File: config.mk
export PLATFORM = sky130hd
export DESIGN_NAME = lfsr_reg_bank
export DESIGN_NICKNAME = d
export VERILOG_FILES = /design/src/rtl/lfsr_reg_bank_pkg.sv /design/src/rtl/lfsr_reg_bank_debounce.sv /design/src/rtl/lfsr_reg_bank.sv
export SDC_FILE = /design/constraint.sdc
export NUM_CORES = 1
export LEC_CHECK = 0
export BUFFER_PORTS_ARGS = -buffer_cell sky130_fd_sc_hd__clkbuf_2
export CAP_MARGIN = 15
export CORE_AREA = 3 3 74 76
export DETAILED_ROUTE_END_ITERATION = 10
export DIE_AREA = 0 0 77 79
export MAX_ROUTING_LAYER = met4
export PLACE_DENSITY = 0.79
export SLEW_MARGIN = 20
export SYNTH_ARGS = -nofsm -noshare
export SYNTH_HDL_FRONTEND = slang
export SYNTH_SLANG_ARGS = --single-unit
File: constraint.sdc
create_clock -name lfsr_reg_bank_CLOCK_50 -period 2.2 [get_ports lfsr_reg_bank_CLOCK_50]
set_input_delay 0.33 -clock lfsr_reg_bank_CLOCK_50 [delete_from_list [all_inputs] [get_ports lfsr_reg_bank_CLOCK_50]]
set_output_delay 0.33 -clock lfsr_reg_bank_CLOCK_50 [all_outputs]
set_load 0.01 [all_outputs]
File: src/rtl/lfsr_reg_bank_pkg.sv
// Shared types and constants for the LFSR-fed register bank: FSM states,
// the Galois tap table and the default LFSR seed.
package lfsr_reg_bank_pkg;

  typedef enum logic [1:0] {
    IDLE     = 2'd0,
    CLEAR    = 2'd1,
    LOAD     = 2'd2,
    WAIT_REL = 2'd3
  } state_e;

  localparam logic [31:0] DEFAULT_SEED = 32'd1;

  // Maximal-length toggle masks for a right-shifting Galois LFSR. The MSB of
  // each mask is set, which keeps a non-zero state from ever stepping to zero.
  function automatic logic [31:0] lfsr_taps(input int unsigned width);
    logic [31:0] mask;
    case (width)
      4:       mask = 32'h0000_000C;
      5:       mask = 32'h0000_0014;
      6:       mask = 32'h0000_0030;
      7:       mask = 32'h0000_0060;
      8:       mask = 32'h0000_00B8;
      9:       mask = 32'h0000_0110;
      10:      mask = 32'h0000_0240;
      11:      mask = 32'h0000_0500;
      12:      mask = 32'h0000_0E08;
      13:      mask = 32'h0000_1C80;
      14:      mask = 32'h0000_3802;
      15:      mask = 32'h0000_6000;
      16:      mask = 32'h0000_D008;
      17:      mask = 32'h0001_2000;
      18:      mask = 32'h0002_0400;
      19:      mask = 32'h0007_2000;
      20:      mask = 32'h0009_0000;
      21:      mask = 32'h0014_0000;
      22:      mask = 32'h0030_0000;
      23:      mask = 32'h0042_0000;
      24:      mask = 32'h00E1_0000;
      25:      mask = 32'h0120_0000;
      26:      mask = 32'h0200_0023;
      27:      mask = 32'h0400_0013;
      28:      mask = 32'h0900_0000;
      29:      mask = 32'h1400_0000;
      30:      mask = 32'h2000_0029;
      31:      mask = 32'h4800_0000;
      32:      mask = 32'h8020_0003;
      default: mask = 32'h0000_00B8;
    endcase
    return mask;
  endfunction

endpackage

File: src/rtl/lfsr_reg_bank_debounce.sv
// Two-flop synchroniser plus consecutive-sample debounce for one raw
// active-low button. The debounced level resets to 1 (released).
module lfsr_reg_bank_debounce #(
  parameter int unsigned DEBOUNCE_CYCLES = 16
) (
  input  logic clk_i,
  input  logic rst_ni,
  input  logic btn_ni,
  output logic level_o
);

  localparam int unsigned CW = (DEBOUNCE_CYCLES < 2) ? 1 : $clog2(DEBOUNCE_CYCLES);
  localparam logic [CW-1:0] CNT_LAST = CW'(DEBOUNCE_CYCLES - 1);

  logic          sync1_q, sync2_q;
  logic          level_q, level_d;
  logic [CW-1:0] cnt_q, cnt_d;

  // NOTE: state registers use non-blocking assignments so every flop samples
  // the pre-edge value of its neighbours; blocking here would collapse the
  // two synchroniser stages into one.
  always_ff @(posedge clk_i or negedge rst_ni) begin
    if (!rst_ni) begin
      sync1_q <= 1'b1;
      sync2_q <= 1'b1;
      level_q <= 1'b1;
      cnt_q   <= '0;
    end else begin
      sync1_q <= btn_ni;
      sync2_q <= sync1_q;
      level_q <= level_d;
      cnt_q   <= cnt_d;
    end
  end

  // NOTE: every output of this block is assigned a default first, so no path
  // leaves a value unassigned and no latch is inferred.
  always_comb begin
    level_d = level_q;
    cnt_d   = '0;
    if (sync2_q != level_q) begin
      if (cnt_q == CNT_LAST) begin
        level_d = sync2_q;
      end else begin
        cnt_d = cnt_q + CW'(1);
      end
    end
  end

  assign level_o = level_q;

endmodule

File: src/rtl/lfsr_reg_bank.sv
// DEPTH x DATAWIDTH register bank loaded from a free-running Galois LFSR by
// debounced load/clear buttons. Define LFSR_REG_BANK_CLEARALL_EN to make a
// clear zero every register instead of only the addressed one.
module lfsr_reg_bank
  import lfsr_reg_bank_pkg::*;
#(
  parameter int unsigned DATAWIDTH       = 8,
  parameter int unsigned DEPTH           = 4,
  parameter int unsigned DEBOUNCE_CYCLES = 16,
  parameter logic [31:0] LFSR_SEED       = DEFAULT_SEED
) (
  input  logic                     lfsr_reg_bank_CLOCK_50,
  input  logic                     lfsr_reg_bank_RESET_InLow,
  input  logic                     lfsr_reg_bank_clear_InLow,
  input  logic                     lfsr_reg_bank_load_InLow,
  input  logic [$clog2(DEPTH)-1:0] lfsr_reg_bank_addr_InBUS,
  output logic [DATAWIDTH-1:0]     lfsr_reg_bank_data_OutBUS,
  output logic                     lfsr_reg_bank_busy_Out
);

  localparam logic [31:0]          TAPS_FULL = lfsr_taps(DATAWIDTH);
  localparam logic [DATAWIDTH-1:0] TAPS      = TAPS_FULL[DATAWIDTH-1:0];
  localparam logic [DATAWIDTH-1:0] SEED      =
    (LFSR_SEED[DATAWIDTH-1:0] == '0) ? DATAWIDTH'(1) : LFSR_SEED[DATAWIDTH-1:0];

  logic clk, rst_n;
  assign clk   = lfsr_reg_bank_CLOCK_50;
  assign rst_n = lfsr_reg_bank_RESET_InLow;

  logic                 clr_level, ld_level;
  logic                 clr_prev_q, ld_prev_q;
  logic                 clr_press, ld_press;
  logic [DATAWIDTH-1:0] lfsr_q, lfsr_d;
  state_e               state_q, state_d;
  logic [DATAWIDTH-1:0] bank_q [DEPTH];
  logic [DATAWIDTH-1:0] bank_d [DEPTH];

  lfsr_reg_bank_debounce #(
    .DEBOUNCE_CYCLES(DEBOUNCE_CYCLES)
  ) u_db_clear (
    .clk_i  (clk),
    .rst_ni (rst_n),
    .btn_ni (lfsr_reg_bank_clear_InLow),
    .level_o(clr_level)
  );

  lfsr_reg_bank_debounce #(
    .DEBOUNCE_CYCLES(DEBOUNCE_CYCLES)
  ) u_db_load (
    .clk_i  (clk),
    .rst_ni (rst_n),
    .btn_ni (lfsr_reg_bank_load_InLow),
    .level_o(ld_level)
  );

  // A press is the debounced 1->0 step against last cycle's level.
  assign clr_press = clr_prev_q & ~clr_level;
  assign ld_press  = ld_prev_q  & ~ld_level;

  assign lfsr_d = lfsr_q[0] ? ((lfsr_q >> 1) ^ TAPS) : (lfsr_q >> 1);

  always_ff @(posedge clk or negedge rst_n) begin
    if (!rst_n) begin
      clr_prev_q <= 1'b1;
      ld_prev_q  <= 1'b1;
      lfsr_q     <= SEED;
      state_q    <= IDLE;
    end else begin
      clr_prev_q <= clr_level;
      ld_prev_q  <= ld_level;
      lfsr_q     <= lfsr_d;
      state_q    <= state_d;
    end
  end

  always_comb begin
    state_d = state_q;
    case (state_q)
      IDLE: begin
        if (clr_press) begin
          state_d = CLEAR;
        end else if (ld_press) begin
          state_d = LOAD;
        end
      end
      CLEAR:    state_d = WAIT_REL;
      LOAD:     state_d = WAIT_REL;
      WAIT_REL: begin
        if (clr_level && ld_level) begin
          state_d = IDLE;
        end
      end
      default:  state_d = IDLE;
    endcase
  end

  always_comb begin
    bank_d = bank_q;
    case (state_q)
      CLEAR: begin
`ifdef LFSR_REG_BANK_CLEARALL_EN
        for (int i = 0; i < DEPTH; i++) begin
          bank_d[i] = '0;
        end
`else
        bank_d[lfsr_reg_bank_addr_InBUS] = '0;
`endif
      end
      LOAD:    bank_d[lfsr_reg_bank_addr_InBUS] = lfsr_q;
      default: ;
    endcase
  end

  // NOTE: the bank is a small flop array that must read zero straight out of
  // reset, so it is reset like any other register rather than mapped to RAM.
  always_ff @(posedge clk or negedge rst_n) begin
    if (!rst_n) begin
      for (int i = 0; i < DEPTH; i++) begin
        bank_q[i] <= '0;
      end
    end else begin
      for (int i = 0; i < DEPTH; i++) begin
        bank_q[i] <= bank_d[i];
      end
    end
  end

  assign lfsr_reg_bank_data_OutBUS = bank_q[lfsr_reg_bank_addr_InBUS];
  assign lfsr_reg_bank_busy_Out    = (state_q != IDLE);

endmodule

==> flow_summary.yaml, run 1 <==
run_status:
  outcome: "complete, no violations"
place:
  port_buffers: 14
  post-dp-hpwl_mm: 3.22
  gp_congestion: 0.800
job:
  cap_violations: 0
worst_setup_path:
  worstPathMaxFanout: 13
  reg2regPathDepth: 4
  r2r_slack_ps: 580
  r2r-start: "state_q[0]"
  start_kind: "input pin"
  critPathKind: "input pin to primary output"
  crit_chain: "clkbuf_2, mux4_2, clkbuf_2"
  crit_path_top_delay_cell: "mux4_2"
  arrival_ps: 1420
  cpMostUsedCell: "clkbuf_2"
  cpPeakStageDelay_ps: 560
  cp.required_ps: 1870
  end_kind: "primary output"
  critPathBufInv: 2
  cp_top_family: "multiplexers"
  r2r_end: "bank_q[30]"
yosys:
  synth_edf_count: 0
  async_flop_share_pct: 100
  yosysWarnings: 0
  synth-seq-area-share_pct: 60.0
  ys_ff_latch: 58
  synthCells: 164
  synth.distinct_cells: 36
  yosys_most_used_dff: "dfrtp_1"
  synth_nets: 177
  avgSynthCellArea_um2: 14.9
  synth_area_mm2: 0.00244
worst_hold_path:
  hold_start: "lfsr_reg_bank_clear_InLow"
  holdPathStages: 1
  whs_endpoint: "u_db_clear.sync1_q"
  hold_path.class: "input pin to flop"
global_routing:
  grt_pass1_vias: 1682
  grt_max_degree: 37
  antenna_found_initial: 0
  grt_first_pass_wirelength_mm: 7.96
  grt-ovfl-total: 0
  grt_usage_pct: 18.1
clock_network:
  cts_tree: "yes"
  numCtsBuffers: 9
  insertion_delay_ps: 330
  hold_buffers: 1
  clkTransAtPathRegs_ps: 60
  cts.sinks: 58
  clk_path_buf_depth: 2
  postCtsSetupBuffers: 0
  cts_root_buffer: "clkbuf_8"
  cts_resized: 0
  htree_levels: 3
layout:
  drive_gt1_share_pct: 29.5
  area_growth_pct: 14.3
  mostFrequentLayoutCells: "49 x dfrtp_1, 32 x a22o_1, 14 x clkbuf_2"
  n_antenna_cell: 0
  final_common_cell: "dfrtp_1"
  final_nets: 198
  nFillCells: 384
pwr:
  vdd_drop_max_mv: 0.628
  power_leakage_uw: 0.00131
  power_density_mw_per_mm2: 943
timing:
  finalSetupTns_ps: 0
  finalClockSkew_ps: 7.74
  timing.final.crit_share_pct: 79.4
  rsz0062_at_grt: "no"
  worstMarginPinSlew_ps: 597
  holdWs_ps: 80.6
  fmax_mhz: 573
  slew_viol_final: 0
  period_needed_ps: 1750
  slew_headroom_pct: 60.2
  setup_violations: 0
  finalHoldViolCount: 0
routing:
  wire_per_inst_um: 18.6
  drt-initial-drc-count: 95
  antenna_left: 0
  via_count: 1466
  viasPerCell: 5.70
  drtPass1Iterations: 4
  drc: 0
  routed_wl_mm: 4.79
floorplan:
  die_area_mm2: 0.00608
  ioPinCount: 15
  die_y_um: 79
  fp.dieW_um: 77
  rows: 25
  coreArea_mm2: 0.00479
  start_util_pct: 51.0
[registers in the layout, indices dropped and copies added (netlist names)]
| signal | cells |
|---|---|
| ld_prev_q | 1 |
| u_db_clear.cnt_q | 4 |
| u_db_load.level_o | 1 |
| u_db_load.sync1_q | 1 |
| u_db_load.cnt_q | 4 |
| bank_q | 32 |
| u_db_clear.sync2_q | 1 |
| lfsr_q | 8 |
| u_db_clear.sync1_q | 1 |
| clr_prev_q | 1 |
| u_db_clear.level_o | 1 |
| state_q | 2 |
| u_db_load.sync2_q | 1 |
[through the flow]
step / power [uW] / utilization [%] / setup slack [ps] / cell area (um^2) / std cells
floorplan: 1490 / - / 823 / 2440 / 164
global placement: 1540 / 53.5 / 464 / 2560 / 240
detailed placement: 1590 / 53.5 / 443 / 2560 / 240
CTS: 2660 / 58.2 / 444 / 2790 / 257
global route: 2760 / 58.2 / 396 / 2790 / 257
finish: 2630 / 58.2 / 454 / 2790 / 257
[worst max path at each step]
stage                     depth (start not counted)                            to  slack (ps)                         from
after detailed placement                          3  lfsr_reg_bank_data_OutBUS[0]         440  lfsr_reg_bank_addr_InBUS[0]
after CTS                                         3  lfsr_reg_bank_data_OutBUS[0]         440  lfsr_reg_bank_addr_InBUS[0]
after global placement                            3  lfsr_reg_bank_data_OutBUS[3]         460  lfsr_reg_bank_addr_InBUS[0]
after floorplan                                   6                    bank_q[24]         820                   state_q[0]
after global routing                              3  lfsr_reg_bank_data_OutBUS[0]         400  lfsr_reg_bank_addr_InBUS[0]
final                                             3  lfsr_reg_bank_data_OutBUS[0]         450  lfsr_reg_bank_addr_InBUS[0]
[cell usage after synthesis, drive strengths merged (2+ instances only)]
cell type / instances / area, um^2
a21oi: 4 / 23.8
a22o: 32 / 280
a311oi: 2 / 17.5
and2: 3 / 18.8
buf: 7 / 65.1
dfrtp: 49 / 1230
dfstp: 9 / 236
ha: 7 / 87.6
inv: 5 / 18.8
mux2: 3 / 37.5
mux4: 8 / 180
nand2b: 2 / 12.5
nand3: 2 / 10.0
nor2: 4 / 17.5
nor2b: 4 / 25.0
o21ai: 6 / 37.5
xnor2: 4 / 35.0
xor2: 3 / 26.3
[where the power goes]
group	switching, uW	internal, uW
Sequential	30.6	1100
Clock	400	665
Combinational	272	157
Total	703	1930
[final cells by class]
| type | count | area, um^2 | area share [%] |
|---|---|---|---|
| clock buffer | 11 | 141 | 5.07 |
| clock inverter | 5 | 77.6 | 2.78 |
| inverter | 5 | 18.8 | 0.673 |
| multi-input combinational | 93 | 888 | 31.9 |
| sequential | 58 | 1460 | 52.5 |
| tap | 67 | 83.8 | 3.01 |
| timing repair buffer | 18 | 115 | 4.13 |
[worst register-to-register path, delay by kind of cell (launching register included)]
kind            cells  cell delay [ps]
simple gates        1              420
flops               1              420
compound gates      1              230
buf+inv             1              130
fa+ha+maj           1              370
[metal layers]
layer	wire [um]	part of all wire, %	track usage (%)
met3	192	4.0	3.85
met5	0	0	-
met1	1990	41	19.8
met2	2530	53	30.1
met4	90	1.9	12.5
[cells by family (layout without fill, tap and decap cells)]
family	Yosys count	in the layout	synth area share (%)
flops	58	58	60.0
simple gates	20	20	4.82
compound gates	47	47	16.2
xor+xnor	7	7	2.51
fa+ha+maj	7	7	3.59
buf+inv	13	39	3.59
mux	12	12	9.34
Note: power is estimated with default switching activity, not from simulation.
==> inputs of run 2 (changes only) <==
--- a/config.mk
+++ b/config.mk
@@ -11,7 +11,7 @@
 export DETAILED_ROUTE_END_ITERATION = 10
 export DIE_AREA = 0 0 77 79
 export MAX_ROUTING_LAYER = met4
-export PLACE_DENSITY = 0.79
+export PLACE_DENSITY = 0.81
 export SLEW_MARGIN = 20
 export SYNTH_ARGS = -nofsm -noshare
 export SYNTH_HDL_FRONTEND = slang
==> constraint.sdc (replaced) <==
create_clock -name lfsr_reg_bank_CLOCK_50 -period 1.6 [get_ports lfsr_reg_bank_CLOCK_50]
set_input_delay 0.24 -clock lfsr_reg_bank_CLOCK_50 [delete_from_list [all_inputs] [get_ports lfsr_reg_bank_CLOCK_50]]
set_output_delay 0.24 -clock lfsr_reg_bank_CLOCK_50 [all_outputs]
set_load 0.01 [all_outputs]
==> run 2 against run 1 <==
Against the previous run: clock skew grew 1.9 ps; via count up 5.4%; critical path type is now flop to primary output; non-clock buffer count increased by 21; largest cell class unchanged; utilization rose by 4.5 points; first-iteration DRC count increased by 4.2%; worst hold slack improved by 270 ps; clock power is 39% higher; flip-flop and latch count unchanged; count of clock-buffer cells in the layout is the same.
==> flow_summary.yaml, run 2 (synthesis gave the netlist of run 1 again) <==
layout:
  drive_gt1_share_pct: 37.0
  largest_register_ffs: 32
  reg_top3: "bank_q (32), lfsr_q (8)"
  mostFrequentLayoutCells: "49 x dfrtp_1, 32 x a22o_1, 19 x buf_4"
  final_nets: 219
  final_cell_area_mm2: 0.00300
  n_antenna_cell: 0
  final_common_cell: "dfrtp_1"
  area_growth_pct: 23.1
  final_core_util_pct: 62.7
  regMostFlops: "bank_q"
timing:
  timing.final.ws_setup_ps: 5.42
  worstMarginPinSlew_ps: 600
  rsz0062_at_grt: "yes"
  timing.final.crit_share_pct: 99.7
  setup_violations: 0
  slew_viol_final: 0
  period_needed_ps: 1590
  fmax_mhz: 627
  finalHoldViolCount: 0
  finalClockSkew_ps: 9.64
  slew_headroom_pct: 60.0
worst_setup_path:
  start_kind: "flop"
  crit_path_top_delay_cell: "mux4_2"
  r2r_slack_ps: 100
  end_kind: "primary output"
  crit_chain: "mux4_2, buf_2"
  critPathKind: "flop to primary output"
  arrival_ps: 1350
  cp.required_ps: 1360
  r2r_end: "bank_q[2]"
  cpPeakStageDelay_ps: 470
  worstPathMaxFanout: 2
  r2r-start: "state_q[0]"
  reg2regPathDepth: 5
routing:
  drt-initial-drc-count: 99
  wire_per_inst_um: 16.9
  drc: 0
  routed_wl_mm: 4.69
  via_count: 1545
  antenna_left: 0
  drtPass1Iterations: 4
  viasPerCell: 5.56
clock_network:
  cts_root_buffer: "clkbuf_8"
  clk_path_buf_depth: 2
  insertion_delay_ps: 340
  numCtsBuffers: 9
  htree_levels: 3
  clkTransAtPathRegs_ps: 70
  cts_tree: "yes"
  cts.sinks: 58
pwr:
  vdd_drop_max_mv: 1.15
  power_uw: 3720
  power_density_mw_per_mm2: 1240
  power_leakage_uw: 0.00143
floorplan:
  die_y_um: 79
  die_area_mm2: 0.00608
  coreArea_mm2: 0.00479
  rows: 25
  fp.dieW_um: 77
  ioPinCount: 15
  start_util_pct: 51.0
worst_hold_path:
  hold_start: "u_db_load.sync1_q"
  holdPathStages: 0
  hold_path.class: "flop to flop"
  whs_endpoint: "u_db_load.sync2_q"
run_status:
  outcome: "complete, no violations"
place:
  place_ws_ps: -41.2
  port_buffers: 14
  postPlaceCellArea_mm2: 0.00267
  post-dp-hpwl_mm: 3.14
  gp_congestion: 0.799
global_routing:
  antenna_found_initial: 0
  grt_max_degree: 22
  grt_pass1_vias: 1607
  grt_usage_pct: 18.0
  grt-ovfl-total: 0
  grt_first_pass_wirelength_mm: 7.91
job:
  cap_violations: 0
run 2: how the worst max path moves through the flow:
stage	from	to	cells past startpoint
5_1_grt	bank_q[0]	lfsr_reg_bank_data_OutBUS[0]	2
4_1_cts	bank_q[0]	lfsr_reg_bank_data_OutBUS[0]	2
2_1_floorplan	state_q[0]	bank_q[24]	6
3_5_place_dp	state_q[0]	bank_q[2]	5
3_3_place_gp	state_q[0]	bank_q[3]	5
6_report	bank_q[0]	lfsr_reg_bank_data_OutBUS[0]	2
run 2: area by class of cell:
| class | instances | area [um^2] |
|---|---|---|
| Inverter | 5 | 18.8 |
| Tap cell | 67 | 83.8 |
| Multi-Input combinational cell | 93 | 896 |
| Sequential cell | 58 | 1460 |
| Clock inverter | 5 | 77.6 |
| Clock buffer | 11 | 141 |
| Timing Repair Buffer | 39 | 322 |
| Fill cell | 372 | 1780 |
run 2: timing repair:
action / in CTS / in global routing
setup buffers: 0 / 8
cloned: 0 / 0
hold endpoints to repair: 18 / 0
gates resized for setup: 2 / 8
hold buffers: 3 / 0
endpoints found under the setup margin: 17 / 16
run 2: report_power, final:
group | total (uW) | switching, uW | internal, uW
clock | 1470 | 559 | 913
combinational | 691 | 389 | 302
sequential | 1560 | 38.4 | 1520
run 2: per-layer routing:
layer / GRT usage, % / share of wire, % / vias to the layer above
met5: - / 0 / -
met4: 7.47 / 1.8 / 0
met3: 7.14 / 6.1 / 11
met2: 26.4 / 47 / 43
met1: 22.6 / 45 / 787
li1: - / - / 704
run 2: per-stage QoR:
stage | std cells | hold WS [ps] | TNS (ps)
CTS | 270 | 357 | -3.86
global placement | 251 | 256 | 0
finish | 278 | 355 | 0
global route | 278 | 363 | -130
floorplan | 164 | -55.6 | 0
detailed placement | 251 | 267 | -410
run 2: worst max-delay path, delay by kind of cell (launching register included):
family   cells  cell delay [ps]
mux          1              470
buf+inv      1              160
flops        1              380
